**config.mk**
```make
export PLATFORM = sky130hd
export DESIGN_NAME = vga_timing_gen
export DESIGN_NICKNAME = d
export VERILOG_FILES = /design/src/rtl/vga_timing_gen.sv
export SDC_FILE = /design/constraint.sdc
export NUM_CORES = 1
export LEC_CHECK = 0
export BUFFER_PORTS_ARGS = -buffer_cell sky130_fd_sc_hd__buf_2
export CORE_ASPECT_RATIO = 1.2
export CORE_MARGIN = 4
export CORE_UTILIZATION = 51
export CTS_BUF_LIST = sky130_fd_sc_hd__clkbuf_4
export DETAILED_ROUTE_END_ITERATION = 12
export GPL_TIMING_DRIVEN = 0
export PLACE_DENSITY = 0.83
export SYNTH_ARGS = -nofsm -noshare
export SYNTH_HDL_FRONTEND = slang
export SYNTH_SLANG_ARGS = --single-unit
export TNS_END_PERCENT = 50
```
**constraint.sdc**
```tcl
create_clock -name pclk -period 1.7 [get_ports pclk]
set_input_delay 0.255 -clock pclk [delete_from_list [all_inputs] [get_ports pclk]]
set_output_delay 0.255 -clock pclk [all_outputs]
set_load 0.05 [all_outputs]
```
**src/rtl/vga_timing_gen.sv**
```systemverilog
// vga_timing_gen: parametrised raster timing with enable-stalled counters and delayed sync/de
module vga_timing_gen #(
    parameter int HDISP    = 1280,
    parameter int HFP      = 48,
    parameter int HPW      = 112,
    parameter int HBP      = 248,
    parameter int VDISP    = 1024,
    parameter int VFP      = 1,
    parameter int VPW      = 3,
    parameter int VBP      = 38,
    parameter bit HS_POL   = 1'b1,
    parameter bit VS_POL   = 1'b1,
    parameter int PIPE_DLY = 2,
    localparam int HTOTAL  = HDISP + HFP + HPW + HBP,
    localparam int VTOTAL  = VDISP + VFP + VPW + VBP,
    localparam int XW      = $clog2(HTOTAL),
    localparam int YW      = $clog2(VTOTAL)
) (
    input  logic          pclk,
    input  logic          rst_n,
    input  logic          en,
    output logic [XW-1:0] x,
    output logic [YW-1:0] y,
    output logic          line_start,
    output logic          frame_start,
    output logic          vblank,
    output logic          hsync,
    output logic          vsync,
    output logic          de
);
    if (HPW < 1 || VPW < 1 || PIPE_DLY < 1 || HDISP < 1 || VDISP < 1) begin : g_bad_param
        $error("vga_timing_gen: HPW, VPW, PIPE_DLY, HDISP and VDISP must all be >= 1");
    end
    int xi, yi;
    logic x_end, y_end, de_r, hs_r, vs_r;
    logic [PIPE_DLY-1:0][2:0] pipe;
    assign xi = int'(x);
    assign yi = int'(y);
    assign x_end = xi == HTOTAL - 1;
    assign y_end = yi == VTOTAL - 1;
    assign de_r = xi < HDISP && yi < VDISP;
    assign hs_r = xi >= HDISP + HFP && xi < HDISP + HFP + HPW;
    assign vs_r = yi >= VDISP + VFP && yi < VDISP + VFP + VPW;
    always_ff @(posedge pclk or negedge rst_n) begin
        if (!rst_n) begin
            x    <= '0;
            y    <= '0;
            pipe <= '0;
        end else if (en) begin
            x <= x_end ? '0 : x + 1'b1;
            if (x_end) y <= y_end ? '0 : y + 1'b1;
            pipe[0] <= {de_r, hs_r, vs_r};
            for (int i = 1; i < PIPE_DLY; i++) pipe[i] <= pipe[i-1];
        end
    end
    // Priming strobes are undelayed so fetch logic can run ahead of de.
    assign line_start  = en && x == '0;
    assign frame_start = line_start && y == '0;
    assign vblank      = yi >= VDISP;
    assign de          = pipe[PIPE_DLY-1][2];
    assign hsync       = pipe[PIPE_DLY-1][1] ? HS_POL : ~HS_POL;
    assign vsync       = pipe[PIPE_DLY-1][0] ? VS_POL : ~VS_POL;
endmodule
```
==> results.md, run 1 <==
- Status: finished with violations
- Failing checks: setup timing
- WL per Instance: 15.8 um
- Bufs and invs on worst path: 2
- Post-synthesis mux area share: 2.82%
- Total CTS buffers: 3
- Min Tclk post-route: 2.03 ns
- Placed insts: 220
- Worst VDD drop: 902 uV
- CP arrival: 1.77 ns
- Final Cycle Share: 119%
- Std-Cell Rows: 21
- Main combinational cell family by area after synthesis: simple AND/OR/NAND/NOR gates
- Cell Pwr Density: 1010 nW/um^2
- Share of layout cells above drive strength 1: 42.8%
- Synth cell count leaders: 28 x dfrtp_1, 15 x nand3_1, 11 x nand2_1
- Routed Antenna Nets: 0
- Delay-heaviest family, CP: simple AND/OR/NAND/NOR gates
- Post-Layout Cell Count: 235
- Adder-Cell Fraction of Synth Area: 4.03%
- Setup violators final: 2
- Crit-path max FO: 2
- FMAX: 0.494 GHz
- Sinks on Clock Net: 28
- IO Port Bufs: 30
- Top-area cell type share of the netlist area: 45.1%
- Startpoint types: flip-flop
- Clk root buf: clkbuf_4
- Setup crit end kind: primary output
- Area grow syn2layout: 30.9%
- Vias per cell: 5.79
- Worst path max stage delay: 0.44 ns
- RSZ-0062 raised after global routing: true
- N_diodes: 0
- CTS H-Tree Depth: 1
- Final hold violations: 0
- Worst-path cell chain: inv_2 > ha_4 > nor4b_4 > and3_4 > nor4b_4 > buf_6
- First-pass GRT wire length: 6140 um
- CTS max path bufs: 2
- Leakage: 0.000948 uW
- Slowest CP cell: dfrtp_2
- Nets: 210
- Clock Latency Late Sink: 0.34 ns
- Sequential fraction of the synthesis area: 45.1%
- Critical Path RT: 1.44 ns
- Width of the die: 58.4 um
- Mapped Cells: 156
- Tightest Pin Transition: 0.629 ns
- Core region area: 2860 um^2
- Final wirelength: 3700 um
- Die footprint: 4000 um^2
- Worst slew margin: 58.1%
- Top_reg_cell synth: dfrtp_1
- Synth Area in Simple Gates: 27.6%
- Vias in the first global route: 1,383
- Drt initial violations: 45
- Syn_nets: 164
- Final setup margin: -0.326 ns
- Synth Cell Area: 1550 um^2
- Die Ht: 68.4 um
- Syn. warnings: 0
- CTS tree: built
- Vias: 1,360
- #FFs+latches synth: 28
- Post-synth EDFFs: 0
- DR pass1 iterations: 4
- WS Path Type: flip-flop to primary output
- Top cells by area, synth: dfrtp_1 45%, nand3_1 4.8%, xnor2_1 4.5%, ha_1 4.0%, nand4_1 2.8%
- DPL Wire Length: 2490 um
- Fin Clk Skew: 0.0170 ns
- Total grt overflow: 0
- Clock transition at path regs: 0.16 ns
- Initial antenna violation count: 0
- Post-synth top area cell: dfrtp_1
- DRC Markers: 0
- Pre-CTS setup slack: -0.157 ns
- Total track usage: 20.1%
- GP Congestion: 0.875
- Final Max Slew Viols: 0
- Most common cell in the netlist: dfrtp_1
- Max-Cap Viols: 0
- Largest net degree at the start of global routing: 29
- Most used cell, CP: nor4b_4
- Hold Path Class: input pin to flip-flop
- Xor-xnor portion of the synthesized cell area: 6.77%
- Async SR Flop Fraction: 100%
- Synth cell types: 46
- Initial Util: 54.2%
- IO Pins: 31
- Syn Area/Cell: 9.95 um^2
- Compound-cell area share of the yosys netlist: 7.33%
## repair_timing
item	in CTS	in global routing
endpoints found under the setup margin	2	5
hold endpoints to repair	28	0
hold buffers	1	0
resized for setup	11	6
pin swaps	3	2
buffers inserted	9	2
## cell type report
| class | count | area (um^2) |
|---|---|---|
| fill | 221 | 831 |
| clock inverter | 1 | 30.0 |
| sequential | 28 | 718 |
| timing repair buffer | 42 | 263 |
| multi-input combinational | 110 | 860 |
| clock buffer | 3 | 22.5 |
| tap | 34 | 42.5 |
| inverter | 9 | 33.8 |
| buffer | 8 | 63.8 |
## sequential cells by signal (all words and copies together), names as in the netlist
name / cells
x: 11
de: 1
y: 11
pipe: 5
## per-layer routing
metal,track usage (%),up-vias,part of all wire [%]
met5,0,-,0
met4,7.54,0,1.4
met3,2.45,6,3.1
met2,37.0,32,52
met1,23.7,673,43
li1,-,649,-
## worst min-delay path, stage by stage
cell	delay (ns)
buf_2	0.09
buf_2	0.21
mux2_2	0.18
## per-stage QoR
| step | TNS (ns) | utilization, % | total power, uW | hold WS (ns) | area, um^2 |
|---|---|---|---|---|---|
| 5_1_grt | -0.822 | 71.0 | 2160 | 0.435 | 2030 |
| 3_5_place_dp | -0.157 | 64.0 | 1520 | 0.307 | 1830 |
| 2_1_floorplan | -0.490 | - | 1360 | -0.0406 | 1640 |
| 6_report | -0.583 | 71.0 | 2050 | 0.415 | 2030 |
| 4_1_cts | -0.527 | 69.6 | 2050 | 0.415 | 1990 |
| 3_3_place_gp | -0.155 | 64.0 | 1500 | 0.296 | 1830 |
## worst paths after layout
check | from | endpoint | slack, ns | depth (start not counted)
setup / recovery | x[0]$_DFFE_PN0P_ | frame_start | -0.33 | 6
hold / removal | en | de$_DFFE_PN0P_ | 0.41 | 3
setup reg to reg | y[3]$_DFFE_PN0P_ | y[10]$_DFFE_PN0P_ | 0.01 | 5
hold reg to reg | pipe[4]$_DFFE_PN0P_ | pipe[4]$_DFFE_PN0P_ | 0.52 | 1
max in group asynchronous | rst_n | x[10]$_DFFE_PN0P_ | 0.80 | 2
min in group asynchronous | rst_n | y[4]$_DFFE_PN0P_ | 0.45 | 2
## where the power goes
| group | internal (uW) | total, uW | switching, uW |
|---|---|---|---|
| Sequential | 735 | 820 | 85.3 |
| Combinational | 287 | 793 | 506 |
| Clock | 239 | 442 | 203 |
## logic make-up after synthesis
logic type               after synthesis
AND/OR/NAND/NOR                       71
flip-flops                            28
AO/OA/AOI/OAI                         18
buffers and inverters                 18
XOR/XNOR                              12
adder cells (fa/ha/maj)                5
multiplexers                           4
## placed cells by master, fill, tap and decap left out, types with 2 or more instances in the layout
cell	Yosys	routed
buf_2	1	29
nand3_1	15	14
dfrtp_1	28	14
dfrtp_2	0	14
nand2_1	11	11
buf_4	1	10
nor2_1	10	9
xnor2_1	8	8
inv_1	9	7
nand4_1	7	7
buf_6	2	5
o21ai_0	5	5
nor3_1	5	5
xor2_1	4	4
a21oi_1	3	3
mux2_2	3	3
ha_4	0	3
clkbuf_4	0	3
inv_2	0	2
nor4b_4	0	2
clkbuf_1	2	2
and3_1	2	2
and4_4	0	2
and4_1	2	2
o22ai_1	2	2
ha_1	5	2
No activity file was read; power rests on OpenSTA's default activity.
==> run 2, diff against run 1 <==
--- a/config.mk
+++ b/config.mk
@@ -16,4 +16,4 @@
 export SYNTH_ARGS = -nofsm -noshare
 export SYNTH_HDL_FRONTEND = slang
 export SYNTH_SLANG_ARGS = --single-unit
-export TNS_END_PERCENT = 50
+export TNS_END_PERCENT = 20
==> results.md, run 2 (same netlist as run 1, synthesis figures left out) <==
- Status: finished with violations
- Failing checks: setup timing
- FMAX: 0.487 GHz
- Width of the die: 58.4 um
- R2r worst-path depth: 7
- Most frequent cells in the layout: 29 x buf_2, 15 x nand3_1, 15 x dfrtp_1
- Startpoint types: flip-flop
- IO Port Bufs: 30
- Clock transition at path regs: 0.16 ns
- Clock Latency Late Sink: 0.34 ns
- Worst VDD drop: 1030 uV
- Seq pwr share: 41.7%
- Total chip power: 2050 uW
- First-pass GRT wire length: 6150 um
- Sinks on Clock Net: 28
- Placed insts: 220
- Final Max Slew Viols: 0
- Clk root buf: clkbuf_4
- CTS tree: built
- Final Cycle Share: 121%
- Hold Path Class: input pin to flip-flop
- Initial antenna violation count: 0
- Critical Path Start: y[6]$_DFFE_PN0P_
- Slowest CP cell: dfrtp_2
- Vias per cell: 5.84
- Worst slew margin: 58.6%
- Top flop regs: x x11, y x11, pipe x5
- Cell Pwr Density: 1010 nW/um^2
- Critical Path RT: 1.44 ns
- Post-Layout Cell Count: 233
- Final setup margin: -0.354 ns
- IO Pins: 31
- Clock share of power: 21.8%
- Nets: 208
- Crit-path max FO: 2
- Core region area: 2860 um^2
- Area grow syn2layout: 30.6%
- Hold Slack: 0.434 ns
- Worst path max stage delay: 0.46 ns
- DRC Markers: 0
- DR pass1 iterations: 4
- Switching power total: 811 uW
- Tightest Pin Transition: 0.621 ns
- Worst reg-to-reg setup slack: 0 ns
- Vias: 1,361
- Share of layout cells above drive strength 1: 41.7%
- Final wirelength: 3710 um
- CTS max path bufs: 2
- Setup violators final: 2
- Worst-path cell chain: nor4_4 > nand3_1 > nor4b_4 > buf_6
- Cell Int Power: 1240 uW
- RSZ-0062 raised after global routing: true
- Total track usage: 20.1%
- Die footprint: 4000 um^2
- Std-Cell Rows: 21
- WL per Instance: 15.9 um
- Largest net degree at the start of global routing: 29
- CTS H-Tree Depth: 1
- Setup TNS: -0.593 ns
- DPL Wire Length: 2430 um
- Pre-CTS setup slack: -0.180 ns
- Switch share: 39.5%
- Drt initial violations: 56
- Leakage: 0.000952 uW
- Critical Path End: frame_start
- Reg-to-reg endpoint: y[6]$_DFFE_PN0P_
- Gate power share: 36.5%
- Fin Clk Skew: 0.00651 ns
- Total grt overflow: 0
- Min Tclk post-route: 2.05 ns
- N_diodes: 0
- Initial Util: 54.2%
- Die Ht: 68.4 um
- CP arrival: 1.80 ns
- Max-Cap Viols: 0
- Setup crit end kind: primary output
- WS Path Type: flip-flop to primary output
- Final hold violations: 0
- Routed Antenna Nets: 0
- Total CTS buffers: 3
- GP Congestion: 0.903
- Critical R2R Launch: x[6]$_DFFE_PN0P_
- Most common library cell in the layout ignoring fill and taps: buf_2
- Vias in the first global route: 1,317
run 2: cell count changes in the layout (fill, tap and decap cells not counted), sizes merged:
cell / delta
buf: -1
clkbuf: -1
run 2: final cells by class:
cell class | instances | area (um^2)
tap | 34 | 42.5
sequential | 28 | 717
timing repair buffer | 41 | 259
multi-input combinational | 110 | 871
inverter | 9 | 36.3
clock buffer | 3 | 22.5
buffer | 7 | 50.0
clock inverter | 1 | 30.0
fill | 215 | 836
run 2: metrics by stage:
step | cell area, um^2 | util (%)
detailed placement | 1830 | 63.7
floorplan | 1630 | -
global placement | 1830 | 63.7
finish | 2030 | 70.8
global route | 2030 | 70.8
CTS | 1950 | 68.1
run 2: critical path: cells and delay by family, from the launching register on:
kind | cells | cell delay, ns
flip-flops | 1 | 0.46
AND/OR/NAND/NOR | 3 | 0.81
buffers and inverters | 1 | 0.19
run 2: metal layers:
metal	vias to the layer above	part of all wire, %	global-route usage (%)	wire length [um]
met5	-	0	0	0
met4	0	1.8	9.57	68
met3	8	3.9	2.26	144
met1	669	44	25.4	1650
met2	43	50	33.9	1850
li1	641	-	-	-
run 2: repair_timing:
action                                  CTS  global route
hold buffers                              1             0
pin swaps                                 2             6
endpoints found under the setup margin    2            10
hold endpoints to repair                 28             0
buffers inserted                          4             6
resized for setup                        12            10
run 2: worst min path at each step:
stage / slack [ns] / endpoint / depth (start not counted) / start
after floorplan: -0.04 / de$_DFFE_PN0P_ / 0 / rst_n
after global routing: 0.44 / de$_DFFE_PN0P_ / 3 / en
after global placement: 0.30 / x[3]$_DFFE_PN0P_ / 1 / rst_n
final: 0.43 / de$_DFFE_PN0P_ / 3 / en
after CTS: 0.42 / pipe[0]$_DFFE_PN0P_ / 4 / en
after detailed placement: 0.31 / x[3]$_DFFE_PN0P_ / 1 / rst_n
run 2: power by group through the flow:
stage | sequential [uW] | clock (uW) | combinational [uW]
CTS | 827 | 453 | 745
floorplan | 1040 | 0 | 325
global placement | 832 | 0 | 668
finish | 855 | 446 | 750
detailed placement | 837 | 0 | 680
global route | 869 | 481 | 799
